<file path="src/rtl/seg_scan_ctrl.sv">
// Two-digit seven-segment scan sequencer: captures a 4-bit value, splits it into
// tens/ones and time-multiplexes both digits onto one segment bus with blank gaps.
module seg_scan_ctrl #(
    parameter int TICK_DIV       = 4,
    parameter bit BLANK_LZ       = 1'b1,
    parameter bit SEG_ACTIVE_LOW = 1'b0
) (
    input  logic       clk,
    input  logic       rst,
    input  logic       clear,
    input  logic [3:0] value_in,
    input  logic       value_valid,
    output logic       value_ready,
    output logic [7:0] seg,
    output logic [1:0] dig_sel,
    output logic       frame_done,
    output logic       busy,
    output logic [2:0] dbg_state
);

    // Handshake: value_in is captured on the rising edge where value_valid && value_ready
    // && !clear; value_ready depends on the current state only, never on value_valid.

    typedef enum logic [2:0] {
        IDLE = 3'd0,
        ONES = 3'd1,
        GAP1 = 3'd2,
        TENS = 3'd3,
        GAP2 = 3'd4
    } state_t;

    localparam int            CW    = (TICK_DIV > 1) ? $clog2(TICK_DIV) : 1;
    localparam logic [CW-1:0] LAST  = CW'(TICK_DIV - 1);
    localparam logic [7:0]    BLANK = SEG_ACTIVE_LOW ? 8'hFF : 8'h00;

    state_t        state_q, state_d;
    logic [CW-1:0] cnt_q, cnt_d;
    logic [3:0]    val_q, val_d;
    logic [7:0]    seg_q, seg_d;
    logic [1:0]    dig_q, dig_d;
    logic          frame_done_q, frame_done_d;
    logic          busy_q, busy_d;
    logic          capture;
    logic          tens_z;
    logic [3:0]    ones_v;
    logic [7:0]    raw_seg;

    function automatic logic [7:0] pat(input logic [3:0] d);
        case (d)
            4'd0:    pat = 8'h3F;
            4'd1:    pat = 8'h06;
            4'd2:    pat = 8'h5B;
            4'd3:    pat = 8'h4F;
            4'd4:    pat = 8'h66;
            4'd5:    pat = 8'h6D;
            4'd6:    pat = 8'h7D;
            4'd7:    pat = 8'h07;
            4'd8:    pat = 8'h7F;
            4'd9:    pat = 8'h6F;
            default: pat = 8'h00;
        endcase
    endfunction

    assign value_ready = (state_q == IDLE) || (state_q == GAP2);
    assign capture     = value_valid && value_ready && !clear;

    always_comb begin
        state_d = state_q;
        cnt_d   = cnt_q;
        val_d   = val_q;
        if (clear) begin
            state_d = IDLE;
            cnt_d   = '0;
        end else begin
            case (state_q)
                IDLE: begin
                    if (capture) begin
                        state_d = ONES;
                        val_d   = value_in;
                        cnt_d   = '0;
                    end
                end
                ONES: begin
                    if (cnt_q == LAST) begin
                        state_d = GAP1;
                        cnt_d   = '0;
                    end else begin
                        cnt_d = cnt_q + CW'(1);
                    end
                end
                GAP1: begin
                    state_d = TENS;
                    cnt_d   = '0;
                end
                TENS: begin
                    if (cnt_q == LAST) begin
                        state_d = GAP2;
                        cnt_d   = '0;
                    end else begin
                        cnt_d = cnt_q + CW'(1);
                    end
                end
                GAP2: begin
                    state_d = ONES;
                    cnt_d   = '0;
                    if (capture) val_d = value_in;
                end
                default: begin
                    state_d = IDLE;
                    cnt_d   = '0;
                end
            endcase
        end
    end

    // Outputs are computed from the next state and value so the registered copies line up
    // with the state they describe.
    always_comb begin
        tens_z  = (val_d > 4'd9);
        ones_v  = tens_z ? (val_d - 4'd10) : val_d;
        raw_seg = 8'h00;
        dig_d   = 2'b00;
        case (state_d)
            ONES: begin
                dig_d   = 2'b01;
                raw_seg = pat(ones_v);
            end
            TENS: begin
                dig_d   = 2'b10;
                raw_seg = (BLANK_LZ && !tens_z) ? 8'h00 : pat({3'b000, tens_z});
            end
            default: begin
                dig_d   = 2'b00;
                raw_seg = 8'h00;
            end
        endcase
        seg_d        = SEG_ACTIVE_LOW ? ~raw_seg : raw_seg;
        frame_done_d = (state_d == GAP2);
        busy_d       = (state_d != IDLE);
    end

    always_ff @(posedge clk or posedge rst) begin
        if (rst) begin
            state_q      <= IDLE;
            cnt_q        <= '0;
            val_q        <= 4'd0;
            seg_q        <= BLANK;
            dig_q        <= 2'b00;
            frame_done_q <= 1'b0;
            busy_q       <= 1'b0;
        end else begin
            state_q      <= state_d;
            cnt_q        <= cnt_d;
            val_q        <= val_d;
            seg_q        <= seg_d;
            dig_q        <= dig_d;
            frame_done_q <= frame_done_d;
            busy_q       <= busy_d;
        end
    end

    assign seg        = seg_q;
    assign dig_sel    = dig_q;
    assign frame_done = frame_done_q;
    assign busy       = busy_q;
    assign dbg_state  = state_q;

endmodule

</file>
<file path="config.mk">
export PLATFORM = sky130hd
export DESIGN_NAME = seg_scan_ctrl
export DESIGN_NICKNAME = d
export VERILOG_FILES = /design/src/rtl/seg_scan_ctrl.sv
export SDC_FILE = /design/constraint.sdc
export NUM_CORES = 1
export LEC_CHECK = 0
export CORE_UTILIZATION = 40
export DETAILED_ROUTE_END_ITERATION = 16
export PLACE_DENSITY = 0.71
export RECOVER_POWER = 50
export SLEW_MARGIN = 20
export SYNTH_ARGS = -nofsm -noshare
export SYNTH_HDL_FRONTEND = slang
export SYNTH_SLANG_ARGS = --single-unit
</file>
<file path="constraint.sdc">
create_clock -name clk -period 5.6 [get_ports clk]
set_clock_uncertainty 0.1 [all_clocks]
set_input_delay 1.12 -clock clk [delete_from_list [all_inputs] [get_ports clk]]
set_output_delay 1.12 -clock clk [all_outputs]
set_load 0.05 [all_outputs]
</file>
======== Yosys cells after proc, flatten, opt, wreduce, memory -nomap -nowiden ========
Memories as Yosys holds them, arrays and structs flattened.
Cells that the tools add are included.
operators by class
  $add $sub $neg .......................... 2
  magnitude comparators ................... 1
  equal/unequal tests ..................... 9
  multiplexer cells ....................... 16
  reductions and logical operators ........ 8
operators by type and width
  cell                                                             count
  4-bit 2-to-1 mux                                                 4
  8-bit one-hot mux with 2 select lines                            1
  3-bit 2-to-1 mux                                                 5
  3-bit one-hot mux with 5 select lines                            1
  3-bit by 2-bit == test with 1-bit output, second input constant  3
  2-bit one-hot mux with 2 select lines                            2
  3-bit by 1-bit == test with 1-bit output, second input constant  2
  3-bit == test, second input constant                             2
  2-bit 2-to-1 mux                                                 3
  4-bit > comparator, second input constant                        1
  2-bit OR reduction                                               2
  4-bit subtractor, second input constant                          1
  3-bit zero test                                                  1
  3-bit inequality test, second input constant                     1
  3-bit nonzero test                                               1
  2-bit by 1-bit adder with 2-bit output, second input constant    1
  2-bit == test, second input constant                             1
  1-bit logical AND                                                2
  1-bit zero test                                                  1
  1-bit logical OR                                                 1
storage, ports and cells
  flip-flop bits (word level) ............. 21
  memory bits (read-only) ................. 112
  bits of input ports ..................... 8
  output and inout bits ................... 16
  logic and storage cells ................. 44
  memories kept ........................... 1
memory list
  memory           depth  width  rd ports  clocked after Yosys merged registers in  write ports  RTL line  text
  (no name shown)  16     7      1         0                                        0            49        case (d)

======== Longest topological paths before layout ========
Gate-level depths: netlist of run 1.
An unclocked memory read counts as a cell.
  depth in word-level cells ............... 11
  gate-level depth with buffers ........... 10
  gate-level depth less buffers ........... 7

======== Least setup slack after synthesis of run 1 ========
No wires, ideal clock.
  path kind ............................... in2reg
  start ................................... in clear
  end ..................................... reg seg_q[0] (netlist: seg[0])
  setup time .............................. 0.077 ns
  data arrival time ....................... 3.141 ns
  required time ........................... 5.423 ns
  setup slack ............................. 2.282 ns
  stages .................................. 9
  path buffers ............................ 2
  path through ............................ nor4b_4 -> buf_4 -> mux2_2 -> inv_1 -> ha_1 -> a221o_1 -> buf_6 -> mux2_4 -> a21oi_1
on the way
  cells in the longest elaborated chain, start to end .. 9
  elaborated cells between the ends (all ways) .. 15
RTL lines
  item                                                           RTL line  text
  start: declaration                                             10        input logic clear,
  1-bit zero test                                                65        assign capture = value_valid && value_ready && !clear;
  1-bit logical AND                                              65
  4-bit 2-to-1 mux                                               77, 106
  4-bit 2-to-1 mux                                               -
  4-bit 2-to-1 mux (*)                                           71        if (clear) begin
  net val_d[1]                                                   38        logic [3:0] val_q, val_d;
  4-bit subtractor / 4-bit > comparator (equally long branches)  120, 119
  4-bit 2-to-1 mux (*)                                           120       ones_v = tens_z ? (val_d - 4'd10) : val_d;
  memory read 16 x 7 bit (*)                                     -
  8-bit one-hot mux with 2 select lines (*)                      123       case (state_d)
  net raw_seg[0]                                                 46        logic [7:0] raw_seg;
  end signal: assignment                                         155       seg_q <= seg_d;
  end: declaration                                               39        logic [7:0] seg_q, seg_d;
Mark *: on every way through the listed nets, which the timed path passes. The rest lies on a longest branch.
A chain may end at the register's enable or synchronous reset.

======== Worst setup path after layout of run 1 ========
Same ends and word-level chain as after synthesis.

==> metrics.yaml, run 1 <==
synthesis:
  synth_seq_cells: 20
  syn-num-nets: 114
  syn_area_per_cell_um2: 10.84
  yosys_warnings: 0
  synthFlopType: "dfrtp_1"
  synth.distinct_cells: 36
  seq_area_frac_synth: 0.4662
  async_flop_share: 1.000
  syn_inst: 99
  synth_edf_count: 0
  syn_area_um2: 1074
setup_path:
  crit_arrival_ns: 4.11
  critPathRequiredTime_ns: 5.73
  crit_type: "input pin to flop"
  crit_path_max_incr_delay_ns: 0.68
  endpoint_kind: "flop"
  path_max_fanout: 12
  cpMaxStageDelayCell: "nor4b_4"
  critPathBufInv: 2
  ff2ff_setup_slack_ns: 2.63
  path_cells: "dlygate4sd3_1, nor4b_4, mux2_2, inv_1, ha_1, a221o_1, mux2_4, a21oi_1"
  cp_top_family: "multiplexers"
  cp-start-kind: "input pin"
detailed_routing:
  drt_iter0_drc: 23
  drt-wirelength-per-cell_um: 12.80
  routed-via-count: 780
  drtAntennaViolNets: 0
  drc: 0
  via_per_inst: 5.166
  drtPass1Iterations: 6
  routed_wirelength_mm: 1.933
grt:
  grt_pass1_wl_mm: 3.042
  first_global_vias: 700
  globalRouteOverflowTotal: 0
  grt_max_degree: 21
  antenna_found_initial: 0
  grt_usage: 0.1497
floorplanning:
  core_area_um2: 2500
  rows: 18
  fp.dieW_um: 53.81
  initial_core_util: 0.4294
  die_y_um: 53.81
  fp.dieArea_um2: 2895
  boundaryPins: 24
cts:
  clock-sinks: 20
  clockBufferDepth: 2
  clock_latency_ns: 0.30
  htreeDepth: 1
  postCtsSetupRepairBufs: 0
  numCtsBuffers: 3
  cts_root_buf: "clkbuf_4"
  cts_resized: 0
  cts_hold_buffers: 0
  cts.clk_slew.worst_paths_ns: 0.12
  cts_tree: "done"
cells_and_area:
  multi_input_area_um2: 515.5
  drive_above_1_share: 0.09091
  fillers: 230
  layout.cells.non_filler: 151
  seqCellArea_um2: 500.5
  nNetsFinal: 137
  area_growth_pct: 25.99
  antenna_cells: 0
min_path:
  min-delay-path-class: "flop to flop"
placement:
  port_buffers: 22
  hpwl_mm: 1.399
  place.gp.congestion: 0.7728
  dp.cells: 147
power_and_ir_drop:
  max-vdd-ir-drop_mv: 0.2152
  pwr-share-comb: 0.367
  p_per_area_nw_per_um2: 339.6
  leakage_nw: 0.6158
  clkPwrFrac: 0.259
  p_sw_mw: 0.1584
  p_int_mw: 0.3009
  pwr-share-seq: 0.374
  netSwitchingFraction: 0.3449
sta:
  tns_ns: 0
  layout_min_cycle_time_ns: 3.972
  tightest_slew_ns: 0.7581
  hold_viol: 0
  slew_headroom: 0.4940
  max_freq_ghz: 0.2518
  setup_viol: 0
  finalCritPeriodShare: 0.7093
  rsz0062_at_grt: "no"
  report.final.slew_viol_count: 0
job:
  cap_violations: 0
status:
  outcome: "finished, final reports clean"
[power groups by stage]
stage | sequential (mW) | clock (mW) | combinational [mW]
final | 0.172 | 0.119 | 0.169
after global routing | 0.174 | 0.132 | 0.183
after CTS | 0.172 | 0.122 | 0.170
after detailed placement | 0.174 | 0 | 0.169
after global placement | 0.173 | 0 | 0.166
after floorplan | 0.209 | 0 | 0.0956
[synth_stat cells, types with 2 or more instances]
master,n,share of area
a211oi_1,2,0.014
a21oi_1,6,0.028
a31oi_1,3,0.017
buf_4,2,0.014
dfrtp_1,20,0.47
ha_1,7,0.082
inv_1,7,0.024
mux2_4,3,0.042
mux2i_1,3,0.028
nand2_1,6,0.021
nand3b_1,2,0.014
nor2_1,9,0.031
nor3_1,3,0.014
o21ai_0,4,0.019
[worst reg2reg max path, stage by stage (launching register included)]
cell	delay (ns)
dfrtp_1	0.53
nor4b_4	0.63
mux2_2	0.43
inv_1	0.06
ha_1	0.24
a221o_1	0.45
mux2_4	0.34
a21oi_1	0.14
[cell families (layout without fill, tap and decap cells)]
logic type,after synthesis,after routing,synth area share
adder cells (fa/ha/maj),7,7,0.08158
other,1,1,0.003493
AO/OA/AOI/OAI,23,23,0.1539
flip-flops,20,20,0.4662
AND/OR/NAND/NOR,29,29,0.1527
multiplexers,7,7,0.08042
XOR/XNOR,1,1,0.008160
buffers and inverters,11,33,0.05361
[cell usage in the layout, fill, tap and decap left out, types with 2 or more instances in the layout]
cell             netlist  final
a31oi_1                3      3
a211oi_1               2      2
nand2_1                6      6
dfrtp_1               20     20
clkdlybuf4s50_1        0     19
nor2_1                 9      9
o21ai_0                4      4
dlygate4sd3_1          0      3
mux2i_1                3      3
ha_1                   7      7
a21oi_1                6      6
nor3_1                 3      3
mux2_4                 3      3
nand3b_1               2      2
clkbuf_4               0      3
inv_1                  7      7
[state kept, by name (all words and copies together) (netlist names)]
register and count:
dig_sel 2, val_q 4, busy 1, seg 7, cnt_q 2, dbg_state 3, frame_done 1
[final timing paths]
| path | cells after the start | startpoint | to |
|---|---|---|---|
| max reg2reg | 7 | dbg_state[0] | seg[0] |
| max | 8 | clear | seg[0] |
| max in group asynchronous | 2 | rst | val_q[3] |
| min reg2reg | 2 | cnt_q[1] | cnt_q[1] |
| min | 2 | cnt_q[1] | cnt_q[1] |
| min in group asynchronous | 2 | rst | val_q[2] |
[through the flow]
stage                     hold slack (ns)    util  area [um^2]  power (mW)  setup WS, ns
after floorplan                    0.3797       -         1074      0.3046         2.282
after global placement             0.4111  0.5200         1300      0.3398         1.466
after detailed placement           0.4187  0.5200         1300      0.3432         1.406
after CTS                          0.4486  0.5410         1353      0.4634         1.721
after global routing               0.5151  0.5410         1353      0.4893         1.452
final                              0.4391  0.5410         1353      0.4593         1.628
[layer usage]
metal / part of all wire / track usage / vias up / wire [um]
li1: - / - / 393 / -
met1: 0.51 / 0.2222 / 363 / 977
met2: 0.45 / 0.2016 / 22 / 861
met3: 0.045 / 0.03672 / 2 / 87
met4: 0.0036 / 0.06579 / 0 / 7
met5: 0 / 0 / - / 0
[layout make-up]
cell class | instances | share of cell area
Clock buffer | 3 | 0.01665
Clock inverter | 1 | 0.02220
Inverter | 7 | 0.01943
Multi-Input combinational cell | 68 | 0.3811
Sequential cell | 20 | 0.3700
Tap cell | 30 | 0.02775
Timing Repair Buffer | 22 | 0.1628
Note: power is estimated with default switching activity, not from simulation.
==> run 2: changes to the inputs <==
==> constraint.sdc (replaced) <==
create_clock -name clk -period 4 [get_ports clk]
set_clock_uncertainty 0.1 [all_clocks]
set_input_delay 0.8 -clock clk [delete_from_list [all_inputs] [get_ports clk]]
set_output_delay 0.8 -clock clk [all_outputs]
set_load 0.05 [all_outputs]
==> run 2 against run 1 <==
Clock power grew 35%. Clock-buffer cell count is the same. Cell area grew 0.55%. Register-to-register slack lost 1.4 ns. Critical endpoint is now seg[3]. Critical path depth is the same. Highest routed layer unchanged. Worst hold slack gained 0.013 ns. Global-route usage shrank 0.48 points.
==> metrics.yaml, run 2 (same netlist as run 1, synthesis figures left out) <==
cts:
  numCtsBuffers: 3  # unchanged
  postCtsSetupRepairBufs: 0  # unchanged
  htreeDepth: 1  # unchanged
  cts_root_buf: "clkbuf_4"  # unchanged
  cts_resized: 0  # unchanged
  cts.clk_slew.worst_paths_ns: 0.11  # was 0.12 ns
  clock-sinks: 20  # unchanged
  cts_tree: "done"  # unchanged
  cts_hold_buffers: 0  # unchanged
  clock_latency_ns: 0.29  # was 0.30 ns
  clockBufferDepth: 2  # unchanged
setup_path:
  cp-start-kind: "input pin"  # unchanged
  ff2ff_setup_slack_ns: 1.20  # was 2.63 ns
  endpoint_kind: "flop"  # unchanged
  critPathRequiredTime_ns: 4.12  # was 5.73 ns
  path_max_fanout: 9  # was 12
  crit_type: "input pin to flop"  # unchanged
  reg2reg_from: "dbg_state[1]"  # was dbg_state[0]
  reg2reg_to: "seg[3]"  # was seg[0]
  crit_arrival_ns: 3.62  # was 4.11 ns
  cpMaxStageDelayCell: "dlygate4sd3_1"  # was nor4b_4
  path_cells: "dlygate4sd3_1, nor4b_4, mux2_2, inv_1, ha_1, a221o_1, mux2_4, a21oi_1"  # unchanged
  crit_path_max_incr_delay_ns: 0.66  # was 0.68 ns
  worst_r2r_path_depth: 7  # unchanged
placement:
  place.gp.congestion: 0.8096  # was 0.7728
  port_buffers: 22  # unchanged
  hpwl_mm: 1.449  # was 1.399 mm
sta:
  tightest_slew_ns: 0.7286  # was 0.7581 ns
  slew_headroom: 0.5137  # was 0.4940
  rsz0062_at_grt: "no"  # unchanged
  layout_min_cycle_time_ns: 3.492
  hold_slack_ns: 0.4523  # was 0.4391 ns
  hold_viol: 0  # unchanged
  setup_viol: 0  # unchanged
  max_freq_ghz: 0.2863
  tns_ns: 0  # unchanged
  finalCritPeriodShare: 0.8731
  report.final.slew_viol_count: 0  # unchanged
floorplanning:
  initial_core_util: 0.4294  # unchanged
  rows: 18  # unchanged
  die_y_um: 53.81  # unchanged
  fp.dieW_um: 53.81  # unchanged
  core_area_um2: 2500  # unchanged
  fp.dieArea_um2: 2895  # unchanged
  boundaryPins: 24  # unchanged
detailed_routing:
  routed_wirelength_mm: 1.886  # was 1.933 mm
  drc: 0  # unchanged
  drtAntennaViolNets: 0  # unchanged
  drt_iter0_drc: 13  # was 23
  drt-wirelength-per-cell_um: 12.41  # was 12.80 um
  via_per_inst: 5.184  # was 5.166
  drtPass1Iterations: 4  # was 6
  routed-via-count: 788  # was 780
power_and_ir_drop:
  p_int_mw: 0.4222  # was 0.3009 mW
  clkPwrFrac: 0.252  # was 0.259
  p_sw_mw: 0.2176  # was 0.1584 mW
  leakage_nw: 0.6210  # was 0.6158 nW
  pwr-share-comb: 0.373  # was 0.367
  max-vdd-ir-drop_mv: 0.3407  # was 0.2152 mV
  pwr-share-seq: 0.375  # was 0.374
  p_per_area_nw_per_um2: 470.4  # was 339.6 nW/um^2
  netSwitchingFraction: 0.3401  # was 0.3449
grt:
  first_global_vias: 662  # was 700
  grt_pass1_wl_mm: 2.953  # was 3.042 mm
  grt_usage: 0.1449  # was 0.1497
  grt_max_degree: 21  # unchanged
  globalRouteOverflowTotal: 0  # unchanged
  antenna_found_initial: 0  # unchanged
min_path:
  holdPathEnd: "cnt_q[1]"  # unchanged
  min-delay-path-class: "flop to flop"  # unchanged
  hold_depth: 2  # unchanged
  min_from: "cnt_q[1]"  # unchanged
cells_and_area:
  nNetsFinal: 138  # was 137
  antenna_cells: 0  # unchanged
  drive_above_1_share: 0.09836  # was 0.09091
  final_core_util: 0.5440  # was 0.5410
  area_growth_pct: 26.69  # was 25.99%
  largest_reg_flops: 7  # unchanged
  final_cell_mix: "20 x dfrtp_1, 19 x clkdlybuf4s50_1, 9 x nor2_1"  # unchanged
  layout_commonest_cell: "dfrtp_1"  # unchanged
status:
  outcome: "finished, final reports clean"  # unchanged
job:
  cap_violations: 0  # unchanged
==> run 2: how the worst max path moves through the flow <==
stage	slack, ns	from	to
2_1_floorplan	1.00	clear	seg[0]
4_1_cts	0.60	clear	seg[3]
6_report	0.51	clear	seg[3]
3_3_place_gp	0.36	clear	seg[3]
3_5_place_dp	0.30	clear	seg[0]
5_1_grt	0.40	clear	seg[5]
==> run 2: layer usage <==
layer	GRT usage	wire, um
met1	0.2025	944
met2	0.2222	864
met3	0.03390	66
met4	0.03947	10
met5	0	0
==> run 2: power by group through the flow <==
stage          clock, mW  combinational [mW]  sequential [mW]
3_3_place_gp           0               0.234            0.243
4_1_cts            0.165               0.240            0.240
5_1_grt            0.179               0.257            0.244
2_1_floorplan          0               0.134            0.293
6_report           0.161               0.239            0.240
3_5_place_dp           0               0.238            0.245
==> run 2: cell type report <==
| class | instances | area (um^2) |
|---|---|---|
| clock buffer | 3 | 22.52 |
| multi-input combinational | 68 | 515.5 |
| inverter | 7 | 26.28 |
| fill | 231 | 1140 |
| clock inverter | 1 | 30.03 |
| timing repair buffer | 23 | 227.7 |
| sequential | 20 | 500.5 |
| tap | 30 | 37.54 |
==> run 2: worst max-delay path, delay by kind of cell <==
family	cells	cell delay, ns
fa+ha+maj	1	0.23
buf+inv	2	0.72
compound gates	2	0.59
mux	2	0.76
simple gates	1	0.51
==> run 2: per-stage QoR <==
stage	power, mW	instances	setup WS (ns)	area [um^2]
5_1_grt	0.6796	152	0.4043	1360
4_1_cts	0.6462	152	0.6010	1360
3_5_place_dp	0.4821	148	0.3033	1308
3_3_place_gp	0.4768	148	0.3602	1308
2_1_floorplan	0.4265	99	1.002	1074
6_report	0.6397	152	0.5075	1360
==> run 3: changes to the inputs <==
==> constraint.sdc (replaced) <==
create_clock -name clk -period 4 [get_ports clk]
set_clock_uncertainty 0.1 [all_clocks]
set_input_delay 0.4 -clock clk [delete_from_list [all_inputs] [get_ports clk]]
set_output_delay 0.4 -clock clk [all_outputs]
set_load 0.05 [all_outputs]
==> run 3 against run 2 <==
Worst hold slack about the same. Routed wire length down 1.6%. Global-route usage hardly changed. First-iteration DRC count shrank 31%. Sequential power hardly changed. Critical path depth up 1. Worst setup slack improved by 0.46 ns. Register-to-register slack gained 0.05 ns. Critical endpoint is now seg[0]. Flip-flop and latch count did not move. Clock-buffer cell count stayed put. Largest cell class unchanged.
==> metrics.yaml, run 3 (same netlist as run 1, synthesis figures left out) <==
grt:
  first_global_vias: 641  # was 662
  grt_pass1_wl_mm: 2.939  # was 2.953 mm
  antenna_found_initial: 0  # unchanged
  grt_max_degree: 21  # unchanged
  grt_usage: 0.1452  # was 0.1449
  globalRouteOverflowTotal: 0  # unchanged
setup_path:
  cpMaxStageDelayCell: "dlygate4sd3_1"  # unchanged
  critPathRequiredTime_ns: 4.14  # was 4.12 ns
  cp-start-kind: "input pin"  # unchanged
  path_cells: "dlygate4sd3_1, nor4b_4, buf_4, mux2_2, inv_1, ha_1, a221o_1, mux2_4, a21oi_1"  # was dlygate4sd3_1, nor4b_4, mux2_2, inv_1, ha_1, a221o_1, mux2_4, a21oi_1
  path_max_fanout: 12  # was 9
  endpoint_kind: "flop"  # unchanged
  crit_type: "input pin to flop"  # unchanged
  crit_path_max_incr_delay_ns: 0.66  # about the same
  crit_arrival_ns: 3.18  # was 3.62 ns
floorplanning:
  initial_core_util: 0.4294  # unchanged
  rows: 18  # unchanged
  die_y_um: 53.81  # unchanged
  core_area_um2: 2500  # unchanged
  boundaryPins: 24  # unchanged
  fp.dieW_um: 53.81  # unchanged
  fp.dieArea_um2: 2895  # unchanged
sta:
  setup_viol: 0  # unchanged
  fin_ws_ns: 0.9633  # was 0.5075 ns
  rsz0062_at_grt: "no"  # unchanged
  hold_slack_ns: 0.4521  # was 0.4523 ns
  hold_viol: 0  # unchanged
  layout_min_cycle_time_ns: 3.037  # was 3.492 ns
  tightest_slew_ns: 0.7413  # was 0.7286 ns
  tns_ns: 0  # unchanged
  finalCritPeriodShare: 0.7592  # was 0.8731
  report.final.slew_viol_count: 0  # unchanged
  max_freq_ghz: 0.3293  # was 0.2863 GHz
  slew_headroom: 0.5053  # was 0.5137
cts:
  cts.clk_slew.worst_paths_ns: 0.12  # was 0.11 ns
  clock-sinks: 20  # unchanged
  cts_resized: 0  # unchanged
  numCtsBuffers: 3  # unchanged
  htreeDepth: 1  # unchanged
  cts_root_buf: "clkbuf_4"  # unchanged
  clock_latency_ns: 0.31  # was 0.29 ns
  postCtsSetupRepairBufs: 0  # unchanged
  clockBufferDepth: 2  # unchanged
  cts_hold_buffers: 0  # unchanged
  cts_tree: "done"  # unchanged
detailed_routing:
  drtPass1Iterations: 4  # unchanged
  via_per_inst: 5.132  # was 5.184
  drt_iter0_drc: 9  # was 13
  drt-wirelength-per-cell_um: 12.20  # was 12.41 um
  routed-via-count: 780  # was 788
  drtAntennaViolNets: 0  # unchanged
  routed_wirelength_mm: 1.855  # was 1.886 mm
  drc: 0  # unchanged
status:
  outcome: "finished, final reports clean"  # unchanged
cells_and_area:
  drive_above_1_share: 0.09836  # unchanged
  nNetsFinal: 138  # unchanged
  fillers: 226  # was 231
  final_cell_mix: "20 x dfrtp_1, 20 x clkdlybuf4s50_1, 9 x nor2_1"  # was 20 x dfrtp_1, 19 x clkdlybuf4s50_1, 9 x nor2_1
  area_growth_pct: 26.69  # unchanged
  layout.cells.non_filler: 152  # unchanged
  multi_input_area_um2: 515.5  # unchanged
  final_core_util: 0.5440  # unchanged
  stdcell_area_um2: 1360  # unchanged
  antenna_cells: 0  # unchanged
  seqCellArea_um2: 500.5  # unchanged
  largest_reg_flops: 7  # unchanged
job:
  cap_violations: 0  # unchanged
min_path:
  min-delay-path-class: "flop to flop"  # unchanged
power_and_ir_drop:
  finalPower_mw: 0.6430  # was 0.6397 mW
  p_per_area_nw_per_um2: 472.8  # was 470.4 nW/um^2
  leakage_nw: 0.6207  # was 0.6210 nW
  max-vdd-ir-drop_mv: 0.3266  # was 0.3407 mV
placement:
  place.gp.congestion: 0.8103  # was 0.8096
  detailed_place.area_um2: 1308  # unchanged
  hpwl_mm: 1.390  # was 1.449 mm
  port_buffers: 22  # unchanged
  dp.cells: 148  # unchanged
  dp_slack_ns: 0.7469  # was 0.3033 ns
## run 3: cell count changes in the layout (fill, tap and decap cells not counted)
cell,delta
dlygate4sd3_1,-1
clkdlybuf4s50_1,+1
## run 3: cell type report
cell class                 count  area share
timing repair buffer          23      0.1674
inverter                       7     0.01932
clock buffer                   3     0.01656
tap                           30     0.02760
sequential                    20      0.3680
clock inverter                 1     0.02208
multi-input combinational     68      0.3790
## run 3: critical path: cells and delay by family
kind	cells	cell delay [ns]
buffers and inverters	3	0.94
muxes	2	0.71
AOI/OAI and AO/OA	2	0.58
and+or+nand+nor	1	0.30
adders and majority gates	1	0.23
## run 3: layer usage
layer	vias up	track usage	share of wire
li1	392	-	-
met1	368	0.2067	0.52
met2	16	0.1996	0.43
met3	4	0.03390	0.037
met4	0	0.07895	0.019
met5	-	0	0
## run 3: power breakdown
part	total [mW]	switching (mW)	internal [mW]
registers	0.240	0.0144	0.225
logic	0.237	0.141	0.0956
clock network	0.167	0.0653	0.101
total	0.643	0.221	0.422
## run 3: path summary, 6_finish.rpt
check	end	slack, ns	startpoint	cells after the start
setup / recovery	seg[0]	0.96	clear	9
hold / removal	cnt_q[1]	0.45	cnt_q[1]	2
setup reg to reg	seg[0]	1.25	dbg_state[1]	8
hold reg to reg	cnt_q[1]	0.45	cnt_q[1]	2
max in group asynchronous	val_q[0]	2.79	rst	2
min in group asynchronous	frame_done	0.54	rst	2
